===== src/rtl/mem_arbiter.sv =====
// Two-requester arbiter for a single-ported unified RAM: instruction fetch vs. load/store.
// Data normally wins ties. A fetch is forced through after STARVE_MAX consecutive data grants.
module mem_arbiter #(
  parameter int ADDR_W     = 13,
  parameter int DATA_W     = 64,
  parameter int STARVE_MAX = 4
) (
  input  logic              clk,
  input  logic              rst,
  input  logic              if_req,
  input  logic [ADDR_W-1:0] if_addr,
  output logic              if_gnt,
  output logic              if_rvalid,
  output logic [31:0]       if_rdata,
  input  logic              d_req,
  input  logic              d_we,
  input  logic [ADDR_W-1:0] d_addr,
  input  logic [DATA_W-1:0] d_wdata,
  output logic              d_gnt,
  output logic              d_done,
  output logic [DATA_W-1:0] d_rdata,
  output logic              mem_en,
  output logic              mem_we,
  output logic [ADDR_W-1:0] mem_addr,
  output logic [DATA_W-1:0] mem_wdata,
  input  logic [DATA_W-1:0] mem_rdata
);

  // state  | meaning
  // IDLE   | arbitrate; a grant drives the RAM in this same cycle
  // WAIT_I | fetch response cycle, RAM data routed to if_rdata
  // WAIT_D | data response cycle, RAM data routed to d_rdata on loads
  typedef enum logic [1:0] {IDLE, WAIT_I, WAIT_D} state_t;

  localparam logic [3:0] STARVE_LIM = 4'(STARVE_MAX);

  state_t      state_q, state_d;
  logic [3:0]  starve_cnt_q, starve_cnt_d;
  logic        load_q, load_d;
  logic [31:0] if_rdata_q, if_rdata_d;
  logic [DATA_W-1:0] d_rdata_q, d_rdata_d;

  always_ff @(posedge clk or posedge rst) begin
    if (rst) begin
      state_q      <= IDLE;
      starve_cnt_q <= '0;
      load_q       <= 1'b0;
      if_rdata_q   <= '0;
      d_rdata_q    <= '0;
    end else begin
      state_q      <= state_d;
      starve_cnt_q <= starve_cnt_d;
      load_q       <= load_d;
      if_rdata_q   <= if_rdata_d;
      d_rdata_q    <= d_rdata_d;
    end
  end

  always_comb begin
    state_d      = state_q;
    starve_cnt_d = starve_cnt_q;
    load_d       = load_q;
    if_rdata_d   = if_rdata_q;
    d_rdata_d    = d_rdata_q;
    if_gnt       = 1'b0;
    d_gnt        = 1'b0;
    if_rvalid    = 1'b0;
    d_done       = 1'b0;
    mem_en       = 1'b0;
    mem_we       = 1'b0;
    mem_addr     = '0;
    mem_wdata    = '0;
    if_rdata     = if_rdata_q;
    d_rdata      = d_rdata_q;

    unique case (state_q)
      IDLE: begin
        // Grants are combinational, so gate them while reset is held.
        if (!rst) begin
          if (if_req && (starve_cnt_q == STARVE_LIM || !d_req)) begin
            if_gnt       = 1'b1;
            mem_en       = 1'b1;
            mem_addr     = if_addr;
            starve_cnt_d = '0;
            state_d      = WAIT_I;
          end else if (d_req) begin
            d_gnt     = 1'b1;
            mem_en    = 1'b1;
            mem_we    = d_we;
            mem_addr  = d_addr;
            mem_wdata = d_wdata;
            load_d    = !d_we;
            state_d   = WAIT_D;
            if (!if_req)
              starve_cnt_d = '0;
            else if (starve_cnt_q < STARVE_LIM)
              starve_cnt_d = starve_cnt_q + 4'd1;
          end
        end
      end
      WAIT_I: begin
        if_rvalid  = 1'b1;
        if_rdata   = mem_rdata[31:0];
        if_rdata_d = mem_rdata[31:0];
        state_d    = IDLE;
      end
      WAIT_D: begin
        d_done  = 1'b1;
        if (load_q) begin
          d_rdata   = mem_rdata;
          d_rdata_d = mem_rdata;
        end
        state_d = IDLE;
      end
      default: state_d = IDLE;
    endcase
  end

endmodule


===== config.mk =====
export PLATFORM = sky130hd
export DESIGN_NAME = mem_arbiter
export DESIGN_NICKNAME = d
export VERILOG_FILES = /design/src/rtl/mem_arbiter.sv
export SDC_FILE = /design/constraint.sdc
export NUM_CORES = 1
export LEC_CHECK = 0
export ABC_AREA = 1
export BUFFER_PORTS_ARGS = -buffer_cell sky130_fd_sc_hd__buf_2
export CAP_MARGIN = 15
export CELL_PAD_IN_SITES_DETAIL_PLACEMENT = 1
export CELL_PAD_IN_SITES_GLOBAL_PLACEMENT = 2
export CORE_ASPECT_RATIO = 1.4
export CORE_UTILIZATION = 23
export CTS_BUF_LIST = sky130_fd_sc_hd__clkbuf_4 sky130_fd_sc_hd__clkbuf_8
export DETAILED_ROUTE_END_ITERATION = 10
export PLACE_DENSITY_LB_ADDON = 0.1
export SLEW_MARGIN = 30
export SYNTH_ARGS = -nofsm -noshare
export SYNTH_HDL_FRONTEND = slang
export SYNTH_SLANG_ARGS = --single-unit

===== constraint.sdc =====
create_clock -name clk -period 8.9 [get_ports clk]
set_input_delay 1.335 -clock clk [delete_from_list [all_inputs] [get_ports clk]]
set_output_delay 1.335 -clock clk [all_outputs]
set_load 0.02 [all_outputs]

---- Yosys cells after proc, flatten, opt, wreduce, memory -nomap -nowiden ----
Cells that the tools add are included.
W data, S select, Z words.
cells by class
  $add $sub $neg .......................... 1
  magnitude comparators ................... 1
  eq/ne operators ......................... 6
  muxes and demuxes ....................... 35
  bitwise operators ....................... 2
  reductions and logical operators ........ 9
operators with widths
  operator               number
  $mux W64               6
  $mux W13               4
  $mux W32               1
  $mux W1                16
  $mux W4                4
  $mux W2                4
  $reduce_and A4 Y1      2
  $add A4 B1 Y4 const B  1
  $eq A4 B3 Y1 const B   1
  $lt A4 B3 Y1 const B   1
  $ne A3 B1 Y1 const B   1
  $ne A3 B3 Y1 const B   1
  $eq A2 B1 Y1 const B   1
  $eq A2 B2 Y1 const B   1
  $logic_not A1 Y1       2
  $logic_not A2 Y1       1
  $ne A2 B2 Y1 const B   1
  $not A1 Y1             2
  $reduce_and A2 Y1      1
  $reduce_bool A2 Y1     1
  $logic_and A1 B1 Y1    1
  $logic_or A1 B1 Y1     1
word-level totals
  register bits after elaboration ......... 103
  output and inout bits ................... 179

---- Logic depth before layout (Yosys ltp) ----
Gate-level depths: netlist (run 1).
  depth in word-level cells ............... 6
  gate-level depth with buffers ........... 10
  mapped depth without buffers ............ 9

---- Least setup slack after synthesis (run 1) ----
No wires, ideal clock.
  path kind ............................... input -> output
  start point ............................. input rst
  end point ............................... output mem_wdata[54]
  arrival time ............................ 3.648 ns
  required time ........................... 7.565 ns
  path slack .............................. 3.917 ns
  stages on the path ...................... 7
  cell sequence ........................... inv_2 -> nand3_4 -> nor2_8 -> nand2_4 -> buf_6 -> buf_6 -> nor2_2
between the ends
  cells in the longest elaborated chain, start to end .. 2
ends and longest elaborated chain
  item                RTL line  text
  start: declaration  9         input logic rst,
  $mux W64            79        if (!rst) begin
  $mux W64            76        unique case (state_q)
  end: declaration    25        output logic [DATA_W-1:0] mem_wdata,
No other way between the ends.

---- Worst setup path in the final report (run 1) ----
  start point ............................. input d_req
  end point ............................... output mem_addr[10]
between the ends
  cells in the longest elaborated chain, start to end .. 6
ends and longest elaborated chain
  item                 RTL line  text
  start: declaration   15        input logic d_req,
  $logic_not A1 Y1     80        if (if_req && (starve_cnt_q == STARVE_LIM || !d_req)) begin
  $logic_or A1 B1 Y1   80
  $logic_and A1 B1 Y1  80
  $mux W13 (*)         80
  $mux W13 (*)         79
  $mux W13 (*)         76
  end: declaration     24        output logic [ADDR_W-1:0] mem_addr,
Mark *: on every way between the ends. The rest lies on a longest branch, timed or not.

==> results of run 1 <==
==> power by group <==
group / switching [mW] / total, mW / internal [mW]
clock network: 0.181 / 0.299 / 0.118
logic: 0.549 / 0.791 / 0.243
registers: 0.0604 / 0.705 / 0.644
==> worst paths after layout <==
kind	end	slack, ns	cells after the start	start
max in group asynchronous	if_rdata_q[15]$_DFF_PP0_	6.52	4	rst
worst max register to register	d_rdata_q[22]$_DFF_PP0_	6.51	4	state_q[1]$_DFFE_PP0P_
worst max-delay path	mem_addr[10]	4.54	8	d_req
min in group asynchronous	d_rdata_q[24]$_DFF_PP0_	1.25	3	rst
worst min register to register	d_rdata_q[60]$_DFF_PP0_	0.48	2	d_rdata_q[60]$_DFF_PP0_
worst min-delay path	d_rdata_q[60]$_DFF_PP0_	0.48	2	d_rdata_q[60]$_DFF_PP0_
==> worst reg2reg max path: cells and delay by family, from the launching register on <==
family	cells	cell delay, ns
AOI/OAI and AO/OA	1	0.60
and+or+nand+nor	2	1.22
buffers and inverters	1	0.08
DFF	1	0.39
==> layer usage <==
layer  track usage, %  up-vias
li1                 -     2443
met1             18.5     2324
met2             30.5      205
met3             4.61       12
met4             4.07        2
met5                0        -
==> cell families after synthesis <==
group / synth area share, %
xor+xnor: 0.183
compound gates: 6.91
buf+inv: 12.2
fa+ha+maj: 0.524
flops: 54.0
simple gates: 26.3
==> state kept, by name, summed over array words and instances (netlist names) <==
signal and cells:
state_q 2, load_q 1, starve_cnt_q 4, if_rdata_q 32, d_rdata_q 64
==> final cells by class <==
| class | count | area share (%) |
|---|---|---|
| well taps | 256 | 4.68 |
| flip-flops and latches | 103 | 37.7 |
| inverters | 109 | 6.05 |
| clock buffers | 10 | 2.01 |
| repair buffers | 339 | 24.9 |
| clock inverters | 6 | 0.841 |
| multi-input cells | 361 | 23.9 |
==> layout by cell type (no fill, tap or decap), types with 2 or more instances in the layout <==
cell / n
nor2_1: 49
nand2_1: 177
nor2_2: 21
inv_1: 103
nand4_1: 3
inv_4: 2
ha_1: 2
nor2_4: 2
o21ai_1: 21
buf_2: 337
buf_4: 2
nand3_1: 35
inv_8: 2
o21ai_0: 44
inv_6: 4
dfrtp_1: 102
inv_2: 4
clkbuf_8: 10
==> metrics by stage <==
stage | cells | hold WS, ns | area (um^2) | setup WS, ns | total power [mW]
2_1_floorplan | 605 | 0.475 | 4780 | 3.92 | 1.20
3_3_place_gp | 1168 | 0.449 | 6640 | 4.61 | 1.50
3_5_place_dp | 1168 | 0.455 | 6640 | 4.53 | 1.52
6_report | 1184 | 0.475 | 6850 | 4.54 | 1.80
4_1_cts | 1184 | 0.483 | 6840 | 4.34 | 1.83
5_1_grt | 1184 | 0.501 | 6850 | 4.40 | 1.93
==> run summary, run 1 <==
Post-synth EDFFs -> 0
Buffers plus inverters on the worst setup path -> 3
Cells traversed along the worst timing path -> buf_2 -> nor2_2 -> nor2_8 -> nand2_4 -> inv_2 -> nand2_1 -> nand2_1 -> buf_2
Setup TNS Final -> 0 ns
LEAKAGE -> 4.30 nW
CTS-repair resized insts -> 0
Clock Skews -> 0.0198 ns
Post-Route M1 WL -> 6.87 mm
Routed vias -> 4986
Highest ir drop seen on vdd -> 0.0000774 V
Initial detailed-routing violation count -> 188
Net Count, Synth -> 766
Total wirelength of the detailed-routed design -> 17.9 mm
Placer's final routability congestion estimate -> 0.745
Post-synthesis cell type count -> 23
Core footprint -> 20400 um^2
FF+latch count, synth -> 103
Async set-or-reset flop fraction in the synthesized netlist -> 100%
Overall overflow remaining after global route -> 0
Cell type of the slowest stage on the worst timing path -> nand2_4
DRC violation count after routing -> 0
Fill cell instance count of the final layout -> 2595
Power density cells -> 262 nW/um^2
Clock-pin slew on the worst setup and hold paths -> 0.11 ns
Final hold violations -> 0
Pre-antenna DRT Iters -> 6
Slew at the pin with the worst max-slew slack -> 0.899 ns
Fin crit period -> 4.36 ns
Max-cap viol count -> 0
Top cells by instance count after synthesis -> nand2_1, dfrtp_1, inv_1
Buffers added on ports -> 337
Met2 layer wire length in the routed design -> 9.39 mm
ANT cells -> 0
Post-synthesis cell type with the largest combined area -> dfrtp_1
Most used standard cell by instance count after synthesis -> nand2_1
Post-layout nets -> 1084
Clock Tree Root -> clkbuf_8
Number of buffers on the longest clock path -> 2
Stage delay of the slowest cell on the critical path -> 0.58 ns
H-tree levels -> 3
Cell area after synthesis -> 4780 um^2
CP Data Arrival Time -> 3.02 ns
Number of rows created at floorplan -> 62
Detail Route Antenna Nets -> 0
CTS hold repair buffers -> 0
Result of the run -> complete, no violations
DIE AREA -> 21400 um^2
Worst slew margin relative to its limit -> 39.9%
Met3 wirelength from detailed routing -> 1.45 mm
Highest layer used for signal routing -> met5
Sink Count -> 103
Area overhead of the layout relative to synthesis -> 43.3%
Required time of the worst setup path -> 7.57 ns
Post-CTS Setup Inserts -> 0
Crit-path max FO -> 69
Global-route wire length before repair -> 27.4 mm
Post-synthesis instance total -> 605
Starting Density -> 23.4%
Number of warnings reported in the yosys synthesis log -> 0
Floorplan die width -> 124 um
Pin count of the biggest net entering global routing -> 97
Classification of the worst-slack hold path -> reg2reg
Vias per std cell -> 4.21
Number of antenna violations at the first check in global routing -> 1
Area of combinational cells with multiple inputs -> 1640 um^2
Max-slew violation total from the final report -> 0
Util after Layout -> 33.6%
Class of the most critical setup path -> in2out
Fmax achieved -> 0.229 GHz
Sequential-to-total area share from yosys stat -> 54.0%
Reg area -> 2580 um^2
Boundary Pins -> 338
Startpoint kind of the worst setup timing path -> primary input
Kind of end point of the critical path -> output port
Global-route usage over all layers -> 16.7%
Clock buffers created by TritonCTS -> 9
HPWL after detailed placement -> 14.1 mm
Proportion of netlist area held by the largest area contributor -> 54.0%
Vias in the first global route -> 5242
RSZ-0062 raised after global routing -> false
Count of final setup violators -> 0
Post-route fraction of the period consumed by the critical path -> 49.0%
Ranking of synthesized cells by area -> dfrtp_1, nand2_1, inv_1
Die extent in y -> 173 um
Per-cell routed wire length -> 15.1 um
Crit path max-delay family -> simple AND/OR/NAND/NOR gates
Clock tree from TritonCTS -> done
Share of layout cells above drive strength 1 -> 42.0%
Mapped Avg Cell Area -> 7.90 um^2
Most frequently used flop master after synthesis -> dfrtp_1
Clk_lat worst skew -> 0.38 ns
Power figures use the tool's default switching activity.
==> run 2: changes to the inputs <==
- ABC_AREA: 1 -> 0
- CORE_UTILIZATION: 23 -> 21
- clock period: 8.9 -> 3.95 ns (I/O delays scaled with it)
==> run summary, run 2 <==
Class of the most critical setup path -> reg2out (was in2out)
Cell area after synthesis -> 4620 um^2 (was 4780 um^2)
Clk_lat worst skew -> 0.38 ns (about the same)
Worst slew margin relative to its limit -> 53.5% (was 39.9%)
Proportion of netlist area held by the largest area contributor -> 55.8% (was 54.0%)
Highest ir drop seen on vdd -> 0.000149 V (was 0.0000774 V)
Async set-or-reset flop fraction in the synthesized netlist -> 100% (unchanged)
Pre-antenna DRT Iters -> 3 (was 6)
Fmax achieved -> 0.339 GHz
Path length in cells of the critical path -> 5 (was 8)
Buffers plus inverters on the worst setup path -> 2 (was 3)
Share of layout cells above drive strength 1 -> 65.7% (was 42.0%)
Most common cell after layout, fill and taps aside -> buf_2 (unchanged)
Kind of end point of the critical path -> output port (unchanged)
Ranking of synthesized cells by area -> dfrtp_1, mux2_2, and2_1 (was dfrtp_1, nand2_1, inv_1)
Max-slew violation total from the final report -> 0 (unchanged)
Number of warnings reported in the yosys synthesis log -> 0 (unchanged)
Clock buffers created by TritonCTS -> 9 (unchanged)
Placer's final routability congestion estimate -> 0.738 (was 0.745)
Crit path max-delay family -> simple AND/OR/NAND/NOR gates (unchanged)
Pin count of the biggest net entering global routing -> 68 (was 97)
Max-cap viol count -> 0 (unchanged)
CTS-repair resized insts -> 0 (unchanged)
LEAKAGE -> 3.57 nW (was 4.30 nW)
Detail Route Antenna Nets -> 0 (unchanged)
Classification of the worst-slack hold path -> in2async (was reg2reg)
Vias in the first global route -> 4213 (was 5242)
DRC violation count after routing -> 0 (unchanged)
Post-synthesis instance total -> 364 (was 605)
RSZ-0062 raised after global routing -> false (unchanged)
CTS hold repair buffers -> 0 (unchanged)
Total wirelength of the detailed-routed design -> 15.8 mm (was 17.9 mm)
Global-route wire length before repair -> 23.8 mm (was 27.4 mm)
Number of buffers on the longest clock path -> 2 (unchanged)
Total power consumption of the routed design -> 3.84 mW (was 1.80 mW)
Clock Skews -> 0.00830 ns (was 0.0198 ns)
Slew at the pin with the worst max-slew slack -> 0.696 ns (was 0.899 ns)
Power density cells -> 561 nW/um^2 (was 262 nW/um^2)
Most used standard cell by instance count after synthesis -> dfrtp_1 (was nand2_1)
Mapped Avg Cell Area -> 12.7 um^2 (was 7.90 um^2)
Internal power component -> 2.37 mW (was 1.00 mW)
Sequential Power Share -> 38.8% (was 39.3%)
Reg with most FFs -> d_rdata_q (unchanged)
Cells on worst reg2reg path -> 4 (unchanged)
ANT cells -> 0 (unchanged)
Fin crit period -> 2.95 ns
Per-cell routed wire length -> 15.9 um (was 15.1 um)
H-tree levels -> 3 (unchanged)
Vias per std cell -> 4.05 (was 4.21)
Die extent in y -> 177 um (was 173 um)
Result of the run -> complete, no violations (unchanged)
DIE AREA -> 22600 um^2 (was 21400 um^2)
Psw -> 1.47 mW (was 790 uW)
Post-synthesis cell type with the largest combined area -> dfrtp_1 (unchanged)
Global-route usage over all layers -> 13.8% (was 16.7%)
Share of total power in the clock network -> 18.5% (was 16.7%)
Clock-pin slew on the worst setup and hold paths -> 0.10 ns (was 0.11 ns)
Top cells by instance count after synthesis -> dfrtp_1, mux2_2, and2_1 (was nand2_1, dfrtp_1, inv_1)
Post-CTS Setup Inserts -> 0 (unchanged)
Number of rows created at floorplan -> 63 (was 62)
Cells traversed along the worst timing path -> or3_1 -> nor3_4 -> buf_4 -> and2_1 -> buf_2 (was buf_2 -> nor2_2 -> nor2_8 -> nand2_4 -> inv_2 -> nand2_1 -> nand2_1 -> buf_2)
Fin area -> 6840 um^2 (was 6850 um^2)
Core footprint -> 21400 um^2 (was 20400 um^2)
Final hold violations -> 0 (unchanged)
Clock Tree Root -> clkbuf_8 (unchanged)
Starting Density -> 21.6% (was 23.4%)
Largest regs -> d_rdata_q: 64 flops, if_rdata_q: 32 flops, starve_cnt_q: 4 flops (unchanged)
Crit-path max FO -> 67 (was 69)
Buffers added on ports -> 337 (unchanged)
Initial detailed-routing violation count -> 92 (was 188)
Clock tree from TritonCTS -> done (unchanged)
Overall overflow remaining after global route -> 0 (unchanged)
Number of flip-flops under the largest register name -> 64 (unchanged)
Area of placed instances -> 6610 um^2 (was 6640 um^2)
Fill cell instance count of the final layout -> 2491 (was 2595)
Post-layout nets -> 859 (was 1084)
Area overhead of the layout relative to synthesis -> 48.2% (was 43.3%)
Boundary Pins -> 338 (unchanged)
Sink Count -> 103 (unchanged)
Post-synthesis cell type count -> 29 (was 23)
Floorplan die width -> 127 um (was 124 um)
Most frequently used flop master after synthesis -> dfrtp_1 (unchanged)
Setup TNS Final -> 0 ns (unchanged)
Post-synth EDFFs -> 0 (unchanged)
Post-route fraction of the period consumed by the critical path -> 74.8%
Most frequent cells in the layout -> buf_2, dfrtp_1, mux2_2 (was buf_2, nand2_1, inv_1)
Gate power share -> 42.7% (was 44.1%)
Count of final setup violators -> 0 (unchanged)
Number of antenna violations at the first check in global routing -> 0 (was 1)
Stage delay of the slowest cell on the critical path -> 0.51 ns (was 0.58 ns)
Required time of the worst setup path -> 3.36 ns (was 7.57 ns)
Startpoint kind of the worst setup timing path -> flip-flop (was primary input)
CP Data Arrival Time -> 2.36 ns (was 3.02 ns)
FF+latch count, synth -> 103 (unchanged)
HPWL after detailed placement -> 12.5 mm (was 14.1 mm)
Routed vias -> 4030 (was 4986)
Net switching fraction of the power -> 38.2% (was 44.0%)
Net Count, Synth -> 525 (was 766)
Cell type of the slowest stage on the worst timing path -> or3_1 (was nand2_4)
Sequential-to-total area share from yosys stat -> 55.8% (was 54.0%)
-- run 2: changes by cell type in the layout (fill, tap and decap cells not counted), sizes merged, moves of 3 or more --
cell	previous run	this run
nand2	180	28
inv	115	7
mux2	0	96
nor2	73	5
and2	0	65
o21ai	65	1
nand3	36	2
o22ai	0	13
buf	339	345
nor3	0	4
nor2b	0	3
-- run 2: final cells by class --
class | instances | area (um^2) | area share (%)
clock buffer | 12 | 159 | 2.32
clock inverter | 4 | 51.3 | 0.750
inverter | 6 | 25.0 | 0.366
multi-input combinational | 233 | 1910 | 27.9
sequential | 103 | 2580 | 37.7
tap | 292 | 365 | 5.34
timing repair buffer | 345 | 1760 | 25.7
-- run 2: stage by stage --
stage               instances  setup WS [ns]  hold slack [ns]  utilization, %
floorplan                 364          0.635            0.494               -
global placement          978           1.12            0.475            31.0
detailed placement        978           1.07            0.478            31.0
CTS                       994          0.750            0.323            31.9
global route              995          0.796            0.363            32.0
finish                    995          0.996            0.322            32.0
-- run 2: power groups by stage --
stage	Clock, mW	Sequential, mW	Combinational, mW
after floorplan	0	1.48	1.08
after global placement	0	1.50	1.65
after detailed placement	0	1.52	1.68
after CTS	0.755	1.50	1.68
after global routing	0.786	1.53	1.77
final	0.711	1.49	1.64
-- run 2: cells by family (layout without fill, tap and decap cells) --
logic type | count (synthesis) | after routing | synth area share (%)
compound gates | 22 | 22 | 3.06
fa+ha+maj | 2 | 2 | 0.542
buf+inv | 28 | 367 | 3.25
flops | 103 | 103 | 55.8
mux | 97 | 97 | 23.6
simple gates | 112 | 112 | 13.7
-- run 2: per-layer routing --
| metal | track usage (%) | part of all wire [%] |
|---|---|---|
| met1 | 15.3 | 36 |
| met2 | 25.6 | 57 |
| met3 | 2.50 | 5.4 |
| met4 | 5.56 | 1.8 |
| met5 | 0 | 0 |
-- run 2: final timing paths --
check                                                 to  slack, ns                    start
min in group clk                      load_q$_DFFE_PP0P_       0.42                     d_we
worst min-delay path             if_rdata_q[0]$_DFF_PP0_       0.32                      rst
max in group asynchronous       if_rdata_q[21]$_DFF_PP0_       2.78                      rst
worst max-delay path                       mem_wdata[44]        1.0   state_q[1]$_DFFE_PP0P_
worst max register to register        load_q$_DFFE_PP0P_       2.04   state_q[1]$_DFFE_PP0P_
worst min register to register   d_rdata_q[52]$_DFF_PP0_       0.50  d_rdata_q[52]$_DFF_PP0_
-- run 2: worst reg2reg max path, stage by stage (launching register included) --
cell	delay, ns
dfrtp_1	0.46
or3_1	0.51
nor3_4	0.19
buf_4	0.42
mux2i_1	0.25
